--- config.mk ---
export PLATFORM = sky130hd
export DESIGN_NAME = cmp_arbiter_flat
export DESIGN_NICKNAME = d
export VERILOG_FILES = /design/src/rtl/cmp_arbiter_pkg.sv /design/src/rtl/cmp_arbiter_if.sv /design/src/rtl/cmp_arbiter_cmp.sv /design/src/rtl/cmp_arbiter.sv /design/src/flat_wrapper.sv
export SDC_FILE = /design/constraint.sdc
export NUM_CORES = 1
export LEC_CHECK = 0
export ABC_AREA = 0
export BUFFER_PORTS_ARGS = -buffer_cell sky130_fd_sc_hd__buf_2
export CAP_MARGIN = 0
export CORE_MARGIN = 5
export CORE_UTILIZATION = 45
export CTS_BUF_LIST = sky130_fd_sc_hd__clkbuf_8
export CTS_CLUSTER_SIZE = 30
export DETAILED_ROUTE_END_ITERATION = 10
export PLACE_DENSITY = 0.82
export SYNTH_ARGS = -nofsm -noshare
export SYNTH_HDL_FRONTEND = slang
export SYNTH_SLANG_ARGS = --single-unit
--- constraint.sdc ---
create_clock -name clk -period 4 [get_ports clk]
set_clock_uncertainty 0.05 [all_clocks]
set_input_delay 0.4 -clock clk [delete_from_list [all_inputs] [get_ports clk]]
set_output_delay 0.4 -clock clk [all_outputs]
set_load 0.03 [all_outputs]
--- src/rtl/cmp_arbiter_pkg.sv ---
// Shared types for the compare arbiter: compare-op encodings, requester ids
// and counter limits.
package rv32i_types;

  // RV32I conditional-branch funct3 field.
  typedef enum logic [2:0] {
    F3_BEQ  = 3'b000,
    F3_BNE  = 3'b001,
    F3_BLT  = 3'b100,
    F3_BGE  = 3'b101,
    F3_BLTU = 3'b110,
    F3_BGEU = 3'b111
  } branch_funct3_t;

  // Comparator op: the branch encodings plus slt/sltu in the unused slots.
  typedef enum logic [2:0] {
    CMP_BEQ  = 3'b000,
    CMP_BNE  = 3'b001,
    CMP_SLT  = 3'b010,
    CMP_SLTU = 3'b011,
    CMP_BLT  = 3'b100,
    CMP_BGE  = 3'b101,
    CMP_BLTU = 3'b110,
    CMP_BGEU = 3'b111
  } cmpop_t;

  localparam logic        REQ_BRANCH   = 1'b0;   // requester 0: branch EX path
  localparam logic        REQ_ALU      = 1'b1;   // requester 1: slt/sltu ALU path
  localparam logic [15:0] CONFLICT_MAX = 16'hFFFF;

endpackage

--- src/rtl/cmp_arbiter_if.sv ---
// Request/response bundle between the two requesters, the consumer and the
// shared comparator arbiter.
interface cmp_arbiter_if import rv32i_types::*; #(parameter int TAG_W = 4);
  logic [1:0]       req_valid;
  logic [1:0]       req_ready;
  logic [31:0]      req_a0, req_b0, req_a1, req_b1;
  cmpop_t           req_op0, req_op1;
  logic [TAG_W-1:0] req_tag0, req_tag1;
  logic             rsp_valid;
  logic             rsp_ready;
  logic             rsp_id;
  logic [TAG_W-1:0] rsp_tag;
  logic             rsp_result;
  logic             flush;
  logic [15:0]      conflict_cnt;

  // Requesters and consumer side.
  modport master (
    output req_valid, req_a0, req_b0, req_a1, req_b1, req_op0, req_op1,
           req_tag0, req_tag1, rsp_ready, flush,
    input  req_ready, rsp_valid, rsp_id, rsp_tag, rsp_result, conflict_cnt
  );

  // Arbiter side.
  modport slave (
    input  req_valid, req_a0, req_b0, req_a1, req_b1, req_op0, req_op1,
           req_tag0, req_tag1, rsp_ready, flush,
    output req_ready, rsp_valid, rsp_id, rsp_tag, rsp_result, conflict_cnt
  );
endinterface

--- src/rtl/cmp_arbiter_cmp.sv ---
// Shared 32-bit comparator: equality, signed and unsigned ordering.
module cmp import rv32i_types::*; (
  input  logic [31:0] a_i,
  input  logic [31:0] b_i,
  input  cmpop_t      op_i,
  output logic        result_o
);

  // Evaluate the selected comparison.
  // NOTE: every always_comb output gets a default first so no path infers a latch.
  always_comb begin
    result_o = 1'b0;
    case (op_i)
      CMP_BEQ:            result_o = (a_i == b_i);
      CMP_BNE:            result_o = (a_i != b_i);
      CMP_SLT,  CMP_BLT:  result_o = ($signed(a_i) <  $signed(b_i));
      CMP_BGE:            result_o = ($signed(a_i) >= $signed(b_i));
      CMP_SLTU, CMP_BLTU: result_o = (a_i <  b_i);
      CMP_BGEU:           result_o = (a_i >= b_i);
      default:            result_o = 1'b0;
    endcase
  end

endmodule

--- src/rtl/cmp_arbiter.sv ---
// Two-requester round-robin arbiter in front of one shared comparator, with a
// single registered result slot and a saturating conflict counter.
module cmp_arbiter import rv32i_types::*; #(
  parameter int TAG_W = 4
) (
  input logic          clk,
  input logic          rst_n,
  cmp_arbiter_if.slave bus
);

  logic             last_grant_q, last_grant_d;
  logic             rsp_valid_q, rsp_valid_d;
  logic             rsp_id_q, rsp_id_d;
  logic [TAG_W-1:0] rsp_tag_q, rsp_tag_d;
  logic             rsp_result_q, rsp_result_d;
  logic [15:0]      conflict_q, conflict_d;

  logic             both_valid, any_valid, accept_ok, accept, grant_id;
  logic [1:0]       req_ready;
  logic [31:0]      a_mux, b_mux;
  cmpop_t           op_mux;
  logic [TAG_W-1:0] tag_mux;
  logic             cmp_result;

  // Grant selection: a sole requester wins; on conflict the one not granted last.
  // Ready depends on valids only, never on request data; held low in reset.
  always_comb begin
    both_valid = &bus.req_valid;
    any_valid  = |bus.req_valid;
    accept_ok  = rst_n && !bus.flush && (!rsp_valid_q || bus.rsp_ready);
    grant_id   = both_valid ? ~last_grant_q : bus.req_valid[REQ_ALU];
    accept     = accept_ok && any_valid;
    req_ready  = '0;
    if (accept) req_ready[grant_id] = 1'b1;
  end

  assign bus.req_ready = req_ready;

  // Route the granted requester's operands, op and tag into the comparator.
  always_comb begin
    a_mux   = bus.req_a0;
    b_mux   = bus.req_b0;
    op_mux  = bus.req_op0;
    tag_mux = bus.req_tag0;
    if (grant_id == REQ_ALU) begin
      a_mux   = bus.req_a1;
      b_mux   = bus.req_b1;
      op_mux  = bus.req_op1;
      tag_mux = bus.req_tag1;
    end
  end

  cmp u_cmp (
    .a_i      (a_mux),
    .b_i      (b_mux),
    .op_i     (op_mux),
    .result_o (cmp_result)
  );

  // Next state: load on accept (drain+load on one edge), else drop on
  // ready/flush, else hold; counter saturates on conflicts.
  always_comb begin
    last_grant_d = last_grant_q;
    rsp_valid_d  = rsp_valid_q;
    rsp_id_d     = rsp_id_q;
    rsp_tag_d    = rsp_tag_q;
    rsp_result_d = rsp_result_q;
    conflict_d   = conflict_q;
    if (accept) begin
      last_grant_d = grant_id;
      rsp_valid_d  = 1'b1;
      rsp_id_d     = grant_id;
      rsp_tag_d    = tag_mux;
      rsp_result_d = cmp_result;
    end else if (bus.rsp_ready || bus.flush) begin
      rsp_valid_d  = 1'b0;
    end
    if (both_valid && (conflict_q != CONFLICT_MAX)) conflict_d = conflict_q + 16'd1;
  end

  // State registers; last_grant resets to requester 1 so requester 0 wins first.
  // NOTE: sequential state uses non-blocking assignments so every flop samples pre-edge values.
  always_ff @(posedge clk or negedge rst_n) begin
    if (!rst_n) begin
      last_grant_q <= REQ_ALU;
      rsp_valid_q  <= 1'b0;
      rsp_id_q     <= REQ_BRANCH;
      rsp_tag_q    <= '0;
      rsp_result_q <= 1'b0;
      conflict_q   <= '0;
    end else begin
      last_grant_q <= last_grant_d;
      rsp_valid_q  <= rsp_valid_d;
      rsp_id_q     <= rsp_id_d;
      rsp_tag_q    <= rsp_tag_d;
      rsp_result_q <= rsp_result_d;
      conflict_q   <= conflict_d;
    end
  end

  assign bus.rsp_valid    = rsp_valid_q;
  assign bus.rsp_id       = rsp_id_q;
  assign bus.rsp_tag      = rsp_tag_q;
  assign bus.rsp_result   = rsp_result_q;
  assign bus.conflict_cnt = conflict_q;

endmodule
--- src/flat_wrapper.sv ---
// flat-port wrapper written by rule: the top's interface ports become plain ports
module cmp_arbiter_flat import rv32i_types::*;
#(
  parameter int TAG_W = 4
)
  (clk, rst_n, bus_req_valid, bus_req_a0, bus_req_b0, bus_req_a1, bus_req_b1, bus_req_op0, bus_req_op1, bus_req_tag0, bus_req_tag1, bus_rsp_ready, bus_flush, bus_req_ready, bus_rsp_valid, bus_rsp_id, bus_rsp_tag, bus_rsp_result, bus_conflict_cnt);
  cmp_arbiter_if #(.TAG_W(TAG_W)) bus_i ();
  input logic clk;
  input logic rst_n;
  input wire logic [$bits(bus_i.req_valid)-1:0] bus_req_valid;
  input wire logic [$bits(bus_i.req_a0)-1:0] bus_req_a0;
  input wire logic [$bits(bus_i.req_b0)-1:0] bus_req_b0;
  input wire logic [$bits(bus_i.req_a1)-1:0] bus_req_a1;
  input wire logic [$bits(bus_i.req_b1)-1:0] bus_req_b1;
  input wire logic [$bits(bus_i.req_op0)-1:0] bus_req_op0;
  input wire logic [$bits(bus_i.req_op1)-1:0] bus_req_op1;
  input wire logic [$bits(bus_i.req_tag0)-1:0] bus_req_tag0;
  input wire logic [$bits(bus_i.req_tag1)-1:0] bus_req_tag1;
  input wire logic [$bits(bus_i.rsp_ready)-1:0] bus_rsp_ready;
  input wire logic [$bits(bus_i.flush)-1:0] bus_flush;
  output wire logic [$bits(bus_i.req_ready)-1:0] bus_req_ready;
  output wire logic [$bits(bus_i.rsp_valid)-1:0] bus_rsp_valid;
  output wire logic [$bits(bus_i.rsp_id)-1:0] bus_rsp_id;
  output wire logic [$bits(bus_i.rsp_tag)-1:0] bus_rsp_tag;
  output wire logic [$bits(bus_i.rsp_result)-1:0] bus_rsp_result;
  output wire logic [$bits(bus_i.conflict_cnt)-1:0] bus_conflict_cnt;
  assign bus_i.req_valid = bus_req_valid;
  assign bus_i.req_a0 = bus_req_a0;
  assign bus_i.req_b0 = bus_req_b0;
  assign bus_i.req_a1 = bus_req_a1;
  assign bus_i.req_b1 = bus_req_b1;
  assign bus_i.req_op0 = bus_req_op0;
  assign bus_i.req_op1 = bus_req_op1;
  assign bus_i.req_tag0 = bus_req_tag0;
  assign bus_i.req_tag1 = bus_req_tag1;
  assign bus_i.rsp_ready = bus_rsp_ready;
  assign bus_i.flush = bus_flush;
  assign bus_req_ready = bus_i.req_ready;
  assign bus_rsp_valid = bus_i.rsp_valid;
  assign bus_rsp_id = bus_i.rsp_id;
  assign bus_rsp_tag = bus_i.rsp_tag;
  assign bus_rsp_result = bus_i.rsp_result;
  assign bus_conflict_cnt = bus_i.conflict_cnt;
  cmp_arbiter #(.TAG_W(TAG_W)) u_core (.clk(clk), .rst_n(rst_n), .bus(bus_i));
endmodule
==> impl_metrics.env <==
export IMPL_regArea_um2=602
export IMPL_finalWirelength_mm=8.47
export IMPL_cpPeakStageDelay_ns=0.40
export IMPL_crit_fanout=84
export IMPL_crit_type="reg -> reg"
export IMPL_cp_arrival_ns=3.18
export IMPL_ys_ff_latch=24
export IMPL_setup_tns_ns=0
export IMPL_synth_ff_type="dfrtp_1"
export IMPL_cts_buffer_depth=2
export IMPL_syn_nets=471
export IMPL_htreeDepth=1
export IMPL_ant_nets=0
export IMPL_via_per_inst=5.35
export IMPL_hpwl_mm=7.19
export IMPL_status="complete, no violations"
export IMPL_cts_tree="built"
export IMPL_start_kind="flop"
export IMPL_hold_slack_ns=0.0564
export IMPL_p_per_area_nw_per_um2=283
export IMPL_n_antenna_cell=0
export IMPL_die_w_um=89.3
export IMPL_setup_viol=0
export IMPL_synth_top_family_by_area="multiplexers"
export IMPL_ir_worst_vdd_uv=375
export IMPL_rows=28
export IMPL_slew_violations=0
export IMPL_async_flop_share=1.00
export IMPL_initial_core_util=0.469
export IMPL_grtUsageTotal=0.200
export IMPL_clk_latency_ns=0.27
export IMPL_die_area_um2=7970
export IMPL_drive_gt1_frac=0.490
export IMPL_hold_violations=0
export IMPL_cpMaxStageDelayCell="dfstp_2"
export IMPL_portBuffers=172
export IMPL_ys_seq_area_frac=0.213
export IMPL_required_ns=4.11
export IMPL_cts_made_buffers=3
export IMPL_drv_cap=0
export IMPL_clock_sinks=24
export IMPL_post_cts_buffers=0
export IMPL_cts_hold_buf=0
export IMPL_crit_path_end_kind="flop"
export IMPL_synth_area_mux_share=0.266
export IMPL_hp_class="in -> async"
export IMPL_netlist_instances=290
export IMPL_yosysWarningCount=0
export IMPL_netlist_area_um2=2830
export IMPL_ctsResizeCount=0
export IMPL_maxSlewHeadroom=0.636
export IMPL_worstPathCellList="a21boi_4 > buf_12 > mux2_2 > ha_1 > a21oi_1 > o21ai_1 > a221o_1 > o31ai_2 > nand4b_1 > and3b_1"
export IMPL_rsz0062_at_grt="no"
export IMPL_dr_pass1_iters=5
export IMPL_post_drt_wl_per_cell_um=15.9
export IMPL_cellLeakagePower_nw=2.03
export IMPL_layout_min_cycle_time_ns=3.06
export IMPL_wl_met2_mm=4.40
export IMPL_antenna_found_initial=0
export IMPL_num_vias=2846
export IMPL_io_pins=173
export IMPL_yosys_area_share_simple=0.167
export IMPL_postSynthAreaPerCell_um2=9.75
export IMPL_path_clk_slew_ns=0.09
export IMPL_cts_root_buf="clkbuf_8"
export IMPL_maxUsedRoutingLayer="met4"
export IMPL_grt_overflow=0
export IMPL_fin_crit_sh=0.766
export IMPL_route_met3_wl_um=817
export IMPL_syn_to_final_growth_pct=34.1
export IMPL_synth_edf_count=0
export IMPL_synth_distinct_cells=50
export IMPL_nNetsFinal=639
export IMPL_drcViolationCount=0
export IMPL_fmaxAchievable_ghz=0.326
export IMPL_wl_met1_mm=3.15
export IMPL_synth_xor_area_frac=0.0558
export IMPL_worst_slew_pin_slew_ns=0.545
export IMPL_gp_congestion=0.823
export IMPL_grt_pass1_vias=2931
export IMPL_grt_max_degree=85
export IMPL_fp_dieH_um=89.3
export IMPL_synth_compound_area_frac=0.116
export IMPL_initialDrtViolationCount=66
export IMPL_grt_pass1_wl_mm=12.8
export IMPL_coreArea_um2=6030
export IMPL_multi_input_area_um2=2130
export IMPL_num_fill_cells=512
export IMPL_synth_adder_area_share=0.146
state kept, by name, indices dropped and copies added (netlist names):
signal and cells:
u_core.bus.rsp_result 1, u_core.last_grant_q 1, u_core.bus.rsp_tag 4, u_core.bus.rsp_valid 1
u_core.bus.rsp_id 1, u_core.bus.conflict_cnt 16
worst paths after layout:
| check | from | end | slack, ns | cells after the start |
|---|---|---|---|---|
| min in group clk | bus_flush | u_core.bus.rsp_valid | 0.28 | 2 |
| max reg2reg | u_core.last_grant_q | u_core.bus.rsp_result | 0.94 | 10 |
| min | rst_n | u_core.bus.conflict_cnt[4] | 0.06 | 1 |
| min reg2reg | u_core.bus.rsp_tag[2] | u_core.bus.rsp_tag[2] | 0.43 | 2 |
| max | u_core.last_grant_q | u_core.bus.rsp_result | 0.94 | 10 |
| max in group asynchronous | rst_n | u_core.last_grant_q | 3.48 | 1 |
cells in the final DEF, fill, tap and decap left out, drive strengths merged:
master | synthesis | layout
nor4 | 3 | 3
or2b | 1 | 1
mux2i | 38 | 38
dfstp | 1 | 1
nor3 | 4 | 4
and2 | 1 | 1
o211ai | 3 | 3
nor2 | 13 | 13
a32oi | 1 | 1
or3 | 1 | 1
o21ai | 12 | 12
nand4 | 14 | 14
a221o | 1 | 1
o211a | 1 | 1
o221ai | 1 | 1
mux2 | 33 | 33
inv | 8 | 8
a221oi | 2 | 2
xnor2 | 10 | 10
nand2b | 2 | 2
a21o | 3 | 3
xor2 | 8 | 8
and2b | 1 | 1
a21oi | 13 | 13
nand4b | 1 | 1
clkbuf | 1 | 4
nand3 | 8 | 8
a21boi | 1 | 1
nand2 | 31 | 31
ha | 33 | 33
o31ai | 3 | 3
and4 | 1 | 1
and3b | 1 | 1
a2111oi | 1 | 1
nor2b | 1 | 1
dfrtp | 23 | 23
buf | 9 | 173
a31oi | 1 | 1
worst max-delay path, delay by kind of cell (launching register included):
| family | cells | cell delay [ns] |
|---|---|---|
| flip-flops | 1 | 0.40 |
| buffers and inverters | 1 | 0.38 |
| AO/OA/AOI/OAI | 5 | 1.02 |
| multiplexers | 1 | 0.40 |
| AND/OR/NAND/NOR | 2 | 0.33 |
| adder cells (fa/ha/maj) | 1 | 0.32 |
through the flow:
step / std cells / worst slack [ns] / total power (W) / utilization / area [µm²]
after CTS: 532 / 0.960 / 0.00108 / 0.629 / 3790
after global routing: 532 / 0.801 / 0.00115 / 0.629 / 3790
final: 532 / 0.937 / 0.00107 / 0.629 / 3790
after floorplan: 290 / 1.07 / 0.000725 / - / 2830
after detailed placement: 528 / 0.782 / 0.000911 / 0.620 / 3740
after global placement: 528 / 0.873 / 0.000892 / 0.620 / 3740
cells in the mapped netlist (all sizes together) (2+ instances only):
cell,count,share of area
mux2i,38,0.13
ha,33,0.15
mux2,33,0.13
nand2,31,0.041
dfrtp,23,0.20
nand4,14,0.043
a21oi,13,0.027
nor2,13,0.017
o21ai,12,0.021
xnor2,10,0.031
buf,9,0.024
inv,8,0.011
nand3,8,0.014
xor2,8,0.025
nor3,4,0.0071
a21o,3,0.0080
nor4,3,0.017
o211ai,3,0.0097
o31ai,3,0.0097
a221oi,2,0.0084
nand2b,2,0.0044
logic make-up (layout without fill, tap and decap cells):
kind of cell	after synthesis	count (layout)
compound gates	43	43
xor+xnor	18	18
fa+ha+maj	33	33
buf+inv	18	185
flops	24	24
mux	71	71
simple gates	83	83
layer usage:
metal	up-vias	global-route usage
met3	14	0.0341
met2	128	0.404
li1	1418	-
met5	-	0
met1	1286	0.219
met4	0	0.0244
layout make-up:
cell class,count,share of cell area
Clock buffer,4,0.0145
Inverter,8,0.00792
Multi-Input combinational cell,248,0.562
Sequential cell,24,0.159
Tap cell,75,0.0248
Timing Repair Buffer,173,0.232
where the power goes:
part	total, W	switching, W	internal, W
clock	0.000167	0.0000786	0.0000879
combinational	0.000568	0.000316	0.000252
sequential	0.000339	0.0000506	0.000288
total	0.00107	0.000445	0.000628
Note: power is estimated with default switching activity, not from simulation.
